<file path="src/rtl/zelda_pkg.sv">
// Shared state codes and constants for the per-frame game loop sequencer.
package zelda_pkg;

  localparam int STATE_W = 4;

  typedef logic [STATE_W-1:0] state_t;

  localparam state_t S_INIT      = 4'd0;
  localparam state_t S_IDLE      = 4'd1;
  localparam state_t S_GEN_MOVE  = 4'd2;
  localparam state_t S_COLLIDE   = 4'd3;
  localparam state_t S_APPLY     = 4'd4;
  localparam state_t S_MOVE_EN   = 4'd5;
  localparam state_t S_DRAW_MAP  = 4'd6;
  localparam state_t S_DRAW_LINK = 4'd7;
  localparam state_t S_DRAW_EN   = 4'd8;

  localparam logic ON  = 1'b1;
  localparam logic OFF = 1'b0;

endpackage

</file>
<file path="src/rtl/phase_watchdog.sv">
// Draw-phase timeout counter: cleared on load, expires after LIMIT cycles.
// Only built when WATCHDOG_EN is defined.
`ifdef WATCHDOG_EN
module phase_watchdog #(
  parameter int             W     = 24,
  parameter logic [W-1:0]   LIMIT = 24'd200000
) (
  input  logic clock,
  input  logic reset,
  input  logic load,
  input  logic enable,
  output logic expire
);

  logic [W-1:0] count;

  // load marks the first cycle of a phase, so that cycle counts as one
  always_ff @(posedge clock) begin
    if (reset || !enable)
      count <= '0;
    else if (load)
      count <= W'(1);
    else
      count <= count + W'(1);
  end

  assign expire = enable && !load && (count == LIMIT - W'(1));

endmodule
`endif

</file>
<file path="src/rtl/game_control.sv">
// Per-frame game loop sequencer issuing one-hot phase strobes.
// WATCHDOG_EN adds a draw-phase timeout with a sticky wdog_err flag.
module game_control #(
  parameter int          COLLIDE_CYCLES = 2,
  parameter int          FRAME_W        = 16,
  parameter logic [23:0] WDOG_CYCLES    = 24'd200000
) (
  input  logic               clock,
  input  logic               reset,
  input  logic               pause,
  input  logic               idle_done,
  input  logic               draw_map_done,
  input  logic               draw_link_done,
  input  logic               draw_enemies_done,
  output logic               init,
  output logic               idle,
  output logic               gen_move,
  output logic               check_collide,
  output logic               apply_act_link,
  output logic               move_enemies,
  output logic               draw_map,
  output logic               draw_link,
  output logic               draw_enemies,
  output logic [FRAME_W-1:0] frame_count,
  output logic [3:0]         state_dbg,
  output logic               wdog_err
);

  import zelda_pkg::*;

  localparam int CW = $clog2(COLLIDE_CYCLES + 1);

  state_t        state;
  state_t        state_nxt;
  logic          fresh;
  logic [CW-1:0] ccnt;
  logic [CW-1:0] ccnt_nxt;
  logic          frame_inc;
  logic          expire;
  logic          in_draw;
  logic [8:0]    phase;

  always_ff @(posedge clock) begin
    if (reset) begin
      state       <= S_INIT;
      fresh       <= ON;
      ccnt        <= '0;
      frame_count <= '0;
    end else begin
      state <= state_nxt;
      fresh <= (state_nxt != state);
      ccnt  <= ccnt_nxt;
      if (frame_inc)
        frame_count <= frame_count + FRAME_W'(1);
    end
  end

  // done levels are only trusted from the second cycle of a wait state
  always_comb begin
    state_nxt = state;
    ccnt_nxt  = ccnt;
    frame_inc = OFF;
    phase     = '0;
    case (state)
      S_INIT: begin
        phase[8]  = ON;
        state_nxt = S_IDLE;
      end
      S_IDLE: begin
        phase[7] = ON;
        if (!fresh && idle_done && !pause)
          state_nxt = S_GEN_MOVE;
      end
      S_GEN_MOVE: begin
        phase[6]  = ON;
        state_nxt = S_COLLIDE;
      end
      S_COLLIDE: begin
        phase[5] = ON;
        if (ccnt == CW'(COLLIDE_CYCLES - 1)) begin
          ccnt_nxt  = '0;
          state_nxt = S_APPLY;
        end else begin
          ccnt_nxt = ccnt + CW'(1);
        end
      end
      S_APPLY: begin
        phase[4]  = ON;
        state_nxt = S_MOVE_EN;
      end
      S_MOVE_EN: begin
        phase[3]  = ON;
        state_nxt = S_DRAW_MAP;
      end
      S_DRAW_MAP: begin
        phase[2] = ON;
        if ((!fresh && draw_map_done) || expire)
          state_nxt = S_DRAW_LINK;
      end
      S_DRAW_LINK: begin
        phase[1] = ON;
        if ((!fresh && draw_link_done) || expire)
          state_nxt = S_DRAW_EN;
      end
      S_DRAW_EN: begin
        phase[0] = ON;
        if ((!fresh && draw_enemies_done) || expire) begin
          state_nxt = S_IDLE;
          frame_inc = ON;
        end
      end
      default: begin
        state_nxt = S_INIT;
        ccnt_nxt  = '0;
      end
    endcase
  end

  assign in_draw = (state == S_DRAW_MAP) ||
                   (state == S_DRAW_LINK) ||
                   (state == S_DRAW_EN);

`ifdef WATCHDOG_EN
  phase_watchdog #(
    .W     (24),
    .LIMIT (WDOG_CYCLES)
  ) u_wdog (
    .clock  (clock),
    .reset  (reset),
    .load   (fresh),
    .enable (in_draw),
    .expire (expire)
  );

  always_ff @(posedge clock) begin
    if (reset)
      wdog_err <= OFF;
    else if (expire)
      wdog_err <= ON;
  end
`else
  assign expire   = OFF;
  assign wdog_err = (WDOG_CYCLES == '0) && OFF && in_draw;
`endif

  assign {init, idle, gen_move, check_collide, apply_act_link,
          move_enemies, draw_map, draw_link, draw_enemies} =
         reset ? 9'b0 : phase;

  assign state_dbg = state;

endmodule
</file>
<file path="config.mk">
export PLATFORM = sky130hd
export DESIGN_NAME = game_control
export DESIGN_NICKNAME = d
export VERILOG_FILES = /design/src/rtl/zelda_pkg.sv /design/src/rtl/phase_watchdog.sv /design/src/rtl/game_control.sv
export SDC_FILE = /design/constraint.sdc
export NUM_CORES = 1
export LEC_CHECK = 0
export CAP_MARGIN = 40
export CORE_UTILIZATION = 39
export DETAILED_ROUTE_END_ITERATION = 10
export GPL_ROUTABILITY_DRIVEN = 0
export PLACE_DENSITY = 0.67
export SLEW_MARGIN = 10
export SYNTH_ARGS = -nofsm -noshare
export SYNTH_HDL_FRONTEND = slang
export SYNTH_SLANG_ARGS = --single-unit
</file>
<file path="constraint.sdc">
create_clock -name clock -period 3.24 [get_ports clock]
set_input_delay 0.648 -clock clock [delete_from_list [all_inputs] [get_ports clock]]
set_output_delay 0.648 -clock clock [all_outputs]
set_load 0.01 [all_outputs]
</file>
==> results of run 1 <==
[power groups by stage]
stage                     Sequential [W]  Combinational [W]  Clock, W
after floorplan                 0.000299          0.0000352         0
after global placement          0.000299          0.0000592         0
after detailed placement        0.000299          0.0000600         0
after CTS                       0.000293          0.0000605  0.000136
after global routing            0.000295          0.0000658  0.000151
final                           0.000293          0.0000611  0.000134
[cell type report]
class,count,area (um^2)
inverter,6,22.52
tap,44,55.05
timing repair buffer,38,372.9
multi-input combinational,120,770.7
fill,319,1395
clock buffer,4,26.28
sequential,23,460.4
[cells by family after synthesis]
group           after synthesis  synth area share
simple gates                 85            0.3931
flops                        23            0.3545
compound gates               17           0.07901
buf+inv                      16           0.05202
xor+xnor                     15            0.1012
fa+ha+maj                     1          0.009632
other cells                   1          0.002887
mux                           1          0.007707
[metal layers]
layer	routed length [um]	up-vias	track usage
met5	0	-	0
met4	10	0	0.04319
met3	95	2	0.03030
met2	1395	21	0.2921
met1	1518	579	0.2507
li1	-	611	-
[state kept, by name, summed over array words and instances (netlist names)]
| register | count |
|---|---|
| frame_count | 16 |
| ccnt | 2 |
| state_dbg | 4 |
| fresh | 1 |
[how the worst max path moves through the flow]
| stage | endpoint | slack (ns) | cells after the start |
|---|---|---|---|
| after floorplan | init | 1.18 | 3 |
| after global placement | init | 0.45 | 4 |
| after detailed placement | init | 0.42 | 4 |
| after CTS | init | 0.42 | 4 |
| after global routing | move_enemies | 0.33 | 3 |
| final | check_collide | 0.40 | 4 |
[layout by cell type, fill, tap and decap left out, types with 2 or more instances in the layout]
master	Yosys	routed
inv_1	6	6
nand4_1	3	3
buf_4	1	3
dfxtp_1	23	23
a21oi_1	4	4
nand2b_1	3	3
o21ai_0	8	8
nand2_1	9	9
or3_1	4	4
or4b_1	2	2
xnor2_1	12	12
and4b_1	2	2
nor3_1	6	6
and2_1	3	3
clkdlybuf4s50_1	0	35
nor2_1	27	27
nand3_1	4	4
clkbuf_4	0	3
nor2b_1	6	6
nor4_2	2	2
nor3b_1	2	2
nor4_1	4	4
xor2_1	3	3
[metrics by stage]
| stage | cell area, um^2 | setup slack, ns | cells | power (W) | util |
|---|---|---|---|---|---|
| finish | 1708 | 0.3962 | 235 | 0.0004882 | 0.5504 |
| global route | 1708 | 0.3259 | 235 | 0.0005119 | 0.5504 |
| CTS | 1708 | 0.4158 | 235 | 0.0004898 | 0.5504 |
| detailed placement | 1682 | 0.4195 | 231 | 0.0003592 | 0.5419 |
| global placement | 1682 | 0.4465 | 231 | 0.0003579 | 0.5419 |
| floorplan | 1299 | 1.183 | 159 | 0.0003346 | - |
[worst register-to-register path, stage by stage, from the launching register on]
cell and delay, ns:
dfxtp_1 0.61, nor4b_4 0.41, nand4_4 0.23, nor4_1 0.39, xnor2_1 0.16, nor2_1 0.05
==> impl_metrics.toml, run 1 <==
[layout]
syn_to_final_growth_pct = 31.50
n_antenna_cell = 0
layout-drive-gt1-share = 0.06283
final_nets = 200

[global_routing]
grt_max_degree = 26
grtUsageTotal = 0.1809
grt_pass1_vias = 1118
grt_antenna_before_repair = 0
grt-ovfl-total = 0
grt_pass1_wl_um = 4988

[critical_path]
reg2reg_from = "state_dbg[3]"
reg2reg_slack_ns = 1.29
cp_slowest_stage_delay_ns = 0.56
cp-startpoint = "reset"
critical_path_class = "in2out"
crit_path_end_kind = "output port"
cp_slowest_cell = "clkdlybuf4s50_1"
path_delay_family = "buffers and inverters"
r2r-end = "frame_count[11]"
cp_cell_sequence = "clkdlybuf4s50_1, or3_1, nor2_1, clkdlybuf4s50_1"
required_ns = 2.59
reg2reg_depth = 5
worst_setup_path_start_kind = "input pin"
arrival_ns = 2.20
path_common_cell = "clkdlybuf4s50_1"
critPathMaxFanout = 3
path_buf_inv = 2

[job]
maxCapViolCount = 0

[cts]
postCtsHoldBufs = 0
clk_pin_slew_ns = 0.12
cts_buffers = 3
ctsResizeCount = 0
cts-root-buf = "clkbuf_4"
tritoncts = "done"
cts.sinks = 23
htreeDepth = 1
cts_setup_buffers = 0
clk_latency_ns = 0.31
cts_buffer_depth = 2

[logic_synthesis]
avgSynthCellArea_um2 = 8.168
ys_ff_latch = 23
synthFlopType = "dfxtp_1"
synth_top_area_frac = 0.3545
synth_cells = 159
ys_types = 39
syn_nets = 167
ys_async_sr_fraction = 0
yosys-top-cells-count = "nor2_1 (27), dfxtp_1 (23), xnor2_1 (12)"
synth_enable_flop_cells = 0
syn_area_um2 = 1299
netlist_top_cells_area = "dfxtp_1 (35%), xnor2_1 (8.1%), nor2_1 (7.8%)"
synth_seq_area_share = 0.3545
yosysMostFrequentCell = "nor2_1"
synth_warnings = 0
yosysTopAreaCell = "dfxtp_1"

[power_and_ir_drop]
p_leak_nw = 0.5508
p_seq_frac = 0.601
irDropWorstVdd_mv = 0.1589
combPwrFrac = 0.125
switching_share = 0.2494
power-per-cell-area_nw_per_um2 = 285.8
power_switching_w = 0.0001218
power.share.clock = 0.274
p_int_w = 0.0003664

[detailed_routing]
post-route-drc-count = 0
via_count = 1213
drt_iter0_markers = 41
ant_nets = 0
detail_route.wl_per_cell_um = 12.85
drt_wl_total_um = 3019
viasPerCell = 5.162
firstDrtPassIters = 4

[floorplan]
dieArea_um2 = 3565
core-area_um2 = 3103
start_util = 0.4185
fp-row-count = 20
io_pins = 37
die_h_um = 59.71
die_x_um = 59.71

[min_path]
min_delay_path_depth = 2
hp-start = "frame_count[6]"
hold_class = "reg2reg"
hold_end = "frame_count[6]"

[sta]
max-slew-margin-rel = 0.5835
worstMarginPinSlew_ns = 0.6239
fin_setup_tns_ns = 0
rsz0062_at_grt = "false"
finalHoldViolCount = 0
setup_violations = 0
finClkSkew_ns = 0.009926
slew_viol_final = 0
min_period_ns = 2.844
worst_hold_slack_ns = 0.5262
fin_crit_sh = 0.8777
timing.fmax_mhz = 351.6

[placement]
io_buffers = 35
place_hpwl_um = 2165

[outcome]
status = "completed"
Power figures use the tool's default switching activity.
==> run 2: changes to the inputs <==
==> constraint.sdc (replaced) <==
create_clock -name clock -period 3.24 [get_ports clock]
set_input_delay 0.648 -clock clock [delete_from_list [all_inputs] [get_ports clock]]
set_output_delay 0.648 -clock clock [all_outputs]
set_load 0.1 [all_outputs]
==> impl_metrics.toml, run 2 (synthesized netlist as in run 1, its figures left out) <==
[sta]
finalHoldViolCount = 0
finClkSkew_ns = 0.001305
worst_hold_slack_ns = 0.5303
setup_violations = 0
min_period_ns = 2.656
timing.fmax_mhz = 376.5
setup_ws_ns = 0.5841
worstMarginPinSlew_ns = 0.6875
slew_viol_final = 0
max-slew-margin-rel = 0.5410
fin_crit_sh = 0.8197
rsz0062_at_grt = "false"

[cts]
cts_buffer_depth = 2
cts.sinks = 23
clk_pin_slew_ns = 0.12
htreeDepth = 1
cts_setup_buffers = 0
tritoncts = "done"
cts_buffers = 3
clk_latency_ns = 0.31
cts-root-buf = "clkbuf_4"
postCtsHoldBufs = 0
ctsResizeCount = 0

[layout]
layout-drive-gt1-share = 0.2434
largest_reg_flops = 16
final_nets = 198
final_cell_mix = "nor2_1 (23), dfxtp_1 (23), buf_4 (21), xnor2_1 (12)"
syn_to_final_growth_pct = 35.84
design_area_um2 = 1764
n_antenna_cell = 0
nFillCells = 298
regMostFlops = "frame_count"
post-route-util = 0.5685

[global_routing]
grt_pass1_wl_um = 4636
grtUsageTotal = 0.1704
grt-ovfl-total = 0
grt_antenna_before_repair = 0
grt_pass1_vias = 1027
grt_max_degree = 26

[critical_path]
worst_setup_path_start_kind = "register"
cp_slowest_stage_delay_ns = 0.78
reg2reg_depth = 5
cp_cell_sequence = "or4b_1, nor2_2, buf_12"
required_ns = 2.59
critical_path_class = "reg2out"
critPathMaxFanout = 17
cp_slowest_cell = "dfxtp_1"
path_delay_family = "flip-flops"
reg2reg_slack_ns = 1.15
arrival_ns = 2.01
r2r-end = "fresh"
path_buf_inv = 1
crit_path_end_kind = "output port"
reg2reg_from = "state_dbg[1]"

[detailed_routing]
viasPerCell = 5.030
ant_nets = 0
firstDrtPassIters = 4
wl_met1_um = 1319
via_count = 1172
maxUsedRoutingLayer = "met4"
drt_iter0_markers = 59
post-route-drc-count = 0
drt_wl_total_um = 2837
wl_met3_um = 65
route.met2.wl_um = 1426
detail_route.wl_per_cell_um = 12.18

[power_and_ir_drop]
p_seq_frac = 0.568
power.share.clock = 0.254
power-per-cell-area_nw_per_um2 = 299.3
switching_share = 0.2991
combPwrFrac = 0.178
p_leak_nw = 0.6290
p_int_w = 0.0003700
power_switching_w = 0.0001579
irDropWorstVdd_mv = 0.2331
finalPower_w = 0.0005280

[floorplan]
core-area_um2 = 3103
start_util = 0.4185
fp-row-count = 20
dieArea_um2 = 3565
io_pins = 37
die_x_um = 59.71
die_h_um = 59.71

[placement]
place_hpwl_um = 2127
place_ws_ns = 0.7002
place_area_um2 = 1738
io_buffers = 35

[min_path]
hold_end = "frame_count[6]"
min_delay_path_depth = 2
hold_class = "reg2reg"
hp-start = "frame_count[6]"

[job]
maxCapViolCount = 0

[outcome]
status = "completed"
==> run 2: cell count changes in the layout (fill, tap and decap cells not counted), sizes merged <==
| cell | previous run | this run |
|---|---|---|
| clkdlybuf4s50 | 35 | 6 |
| buf | 3 | 30 |
==> run 2: cell type report <==
cell class / instances / area (um^2) / area share
Clock buffer: 4 / 26.28 / 0.01489
Inverter: 6 / 22.52 / 0.01277
Multi-Input combinational cell: 120 / 802.0 / 0.4546
Sequential cell: 23 / 460.4 / 0.2610
Tap cell: 44 / 55.05 / 0.03121
Timing Repair Buffer: 36 / 397.9 / 0.2255
==> run 2: worst max path at each step <==
| stage | startpoint | endpoint | cells after the start |
|---|---|---|---|
| after floorplan | state_dbg[2] | draw_link | 4 |
| final | state_dbg[0] | idle | 3 |
| after global routing | state_dbg[0] | idle | 3 |
| after detailed placement | reset | move_enemies | 4 |
| after CTS | state_dbg[0] | idle | 3 |
| after global placement | reset | init | 4 |
==> run 2: power by group through the flow <==
stage	Sequential, W	Clock, W	Combinational, W
floorplan	0.000312	0	0.0000608
global placement	0.000306	0	0.0000933
detailed placement	0.000307	0	0.0000944
CTS	0.000300	0.000140	0.0000946
global route	0.000302	0.000152	0.0000993
finish	0.000300	0.000134	0.0000940
==> run 2: per-layer routing <==
layer,GRT usage,vias to the layer above
met5,0,-
met4,0.04983,0
met3,0.03247,2
met2,0.2873,14
li1,-,606
met1,0.2200,550
==> run 2: stage by stage <==
step	TNS, ns	std cells
2_1_floorplan	-1.516	159
3_3_place_gp	0	229
3_5_place_dp	0	229
4_1_cts	0	233
5_1_grt	0	233
6_report	0	233
==> run 2: worst min-delay path: stages (launching register included) <==
cell and delay [ns]:
dfxtp_1 0.36, o21ai_0 0.08, a21oi_1 0.06
==> run 3: changes to the inputs <==
--- a/config.mk
+++ b/config.mk
@@ -9,7 +9,7 @@
 export CORE_UTILIZATION = 39
 export DETAILED_ROUTE_END_ITERATION = 10
 export GPL_ROUTABILITY_DRIVEN = 0
-export PLACE_DENSITY = 0.67
+export PLACE_DENSITY = 0.7
 export SLEW_MARGIN = 10
 export SYNTH_ARGS = -nofsm -noshare
 export SYNTH_HDL_FRONTEND = slang
==> constraint.sdc (replaced) <==
create_clock -name clock -period 2.3 [get_ports clock]
set_input_delay 0.46 -clock clock [delete_from_list [all_inputs] [get_ports clock]]
set_output_delay 0.46 -clock clock [all_outputs]
set_load 0.1 [all_outputs]
==> impl_metrics.toml, run 3 (synthesized netlist as in run 1, its figures left out) <==
[outcome]
status = "completed"

[cts]
cts.sinks = 23
cts-root-buf = "clkbuf_4"
htreeDepth = 1
cts_setup_buffers = 0
postCtsHoldBufs = 0
tritoncts = "done"
ctsResizeCount = 0
clk_pin_slew_ns = 0.12
cts_buffer_depth = 2
clk_latency_ns = 0.31
cts_buffers = 3

[critical_path]
cp_slowest_cell = "or3_1"
critPathMaxFanout = 3
cp_cell_sequence = "clkdlybuf4s50_1, or3_1, nor3_4, buf_12"
worst_setup_path_start_kind = "input pin"
crit_path_end_kind = "output port"
path_buf_inv = 2
reg2reg_slack_ns = 0.35
arrival_ns = 1.74
reg2reg_depth = 5
path_delay_family = "buffers and inverters"
reg2reg_from = "state_dbg[1]"
required_ns = 1.84
cp_slowest_stage_delay_ns = 0.45
r2r-end = "fresh"
critical_path_class = "in2out"

[power_and_ir_drop]
combPwrFrac = 0.188
power_switching_w = 0.0002256
irDropWorstVdd_mv = 0.2522
power.share.clock = 0.247
p_leak_nw = 0.6437
finalPower_w = 0.0007489
power-per-cell-area_nw_per_um2 = 406.6
p_seq_frac = 0.565
p_int_w = 0.0005233
switching_share = 0.3013

[global_routing]
grt_pass1_wl_um = 5188
grtUsageTotal = 0.1875
grt_antenna_before_repair = 0
grt_pass1_vias = 1144
grt_max_degree = 26
grt-ovfl-total = 0

[sta]
slew_viol_final = 0
setup_violations = 0
worst_hold_slack_ns = 0.5303
rsz0062_at_grt = "false"
finClkSkew_ns = 0.001729
timing.fmax_mhz = 455.1
finalHoldViolCount = 0
fin_crit_sh = 0.9554
min_period_ns = 2.197

[detailed_routing]
drt_wl_total_um = 2950
detail_route.wl_per_cell_um = 12.55
drt_iter0_markers = 26
firstDrtPassIters = 5
via_count = 1215
viasPerCell = 5.170
ant_nets = 0
post-route-drc-count = 0

[floorplan]
die_h_um = 59.71
core-area_um2 = 3103
die_x_um = 59.71
fp-row-count = 20
dieArea_um2 = 3565
start_util = 0.4185
io_pins = 37

[layout]
syn_to_final_growth_pct = 41.81
final_common_cell = "buf_4"
largest_reg_flops = 16
regMostFlops = "frame_count"
final_nets = 200
design_area_um2 = 1842
n_antenna_cell = 0
layout-drive-gt1-share = 0.2932
final_cell_mix = "buf_4 (23), nor2_1 (21), dfxtp_1 (19), xnor2_1 (12)"
post-route-util = 0.5935

[placement]
place_area_um2 = 1808
place_hpwl_um = 2216
io_buffers = 35

[min_path]
hold_end = "frame_count[6]"
min_delay_path_depth = 2
hp-start = "frame_count[6]"
hold_class = "reg2reg"

[job]
maxCapViolCount = 0
## run 3: changes by cell type in the layout (fill, tap and decap cells not counted), sizes merged
cell    delta
clkinv     +1
clkbuf     -1
buf        +2
## run 3: cell type report
type / instances / area (um^2)
clock buffers: 3 / 22.52
clock inverters: 1 / 5.005
fillers: 287 / 1261
inverters: 6 / 22.52
multi-input cells: 120 / 853.3
flip-flops and latches: 23 / 470.5
well taps: 44 / 55.05
repair buffers: 38 / 412.9
## run 3: worst max-delay path by stage
stage	start	endpoint	slack, ns	cells past startpoint
2_1_floorplan	state_dbg[2]	move_enemies	-0.21	4
6_report	reset	init	0.10	4
5_1_grt	state_dbg[1]	draw_enemies	0.04	3
3_3_place_gp	reset	init	0.11	4
3_5_place_dp	reset	init	0.09	4
4_1_cts	state_dbg[0]	idle	0.02	3
## run 3: per-stage QoR
step | cells | setup slack (ns) | TNS (ns)
final | 235 | 0.1026 | 0
after floorplan | 159 | -0.2074 | -0.5533
after detailed placement | 231 | 0.08588 | 0
after CTS | 235 | 0.01919 | 0
after global placement | 231 | 0.1123 | 0
after global routing | 235 | 0.04073 | 0
## run 3: metal layers
metal | track usage | wire length (um) | part of all wire
met2 | 0.2984 | 1421 | 0.48
met5 | 0 | 0 | 0
met1 | 0.2584 | 1376 | 0.47
met3 | 0.05195 | 153 | 0.052
met4 | 0.02658 | 0 | 0
## run 3: power groups by stage
stage | logic, W | registers, W | clock network, W
after floorplan | 0.0000910 | 0.000439 | 0
after global placement | 0.000138 | 0.000431 | 0
after detailed placement | 0.000140 | 0.000432 | 0
after CTS | 0.000141 | 0.000423 | 0.000193
after global routing | 0.000150 | 0.000426 | 0.000210
final | 0.000141 | 0.000423 | 0.000185
## run 3: worst reg2reg max path, stage by stage, from the launching register on
cell and delay [ns]:
dfxtp_2 0.61, nand2_1 0.31, or4b_2 0.69, o21ai_0 0.09, o21ai_0 0.10, nand4b_1 0.11
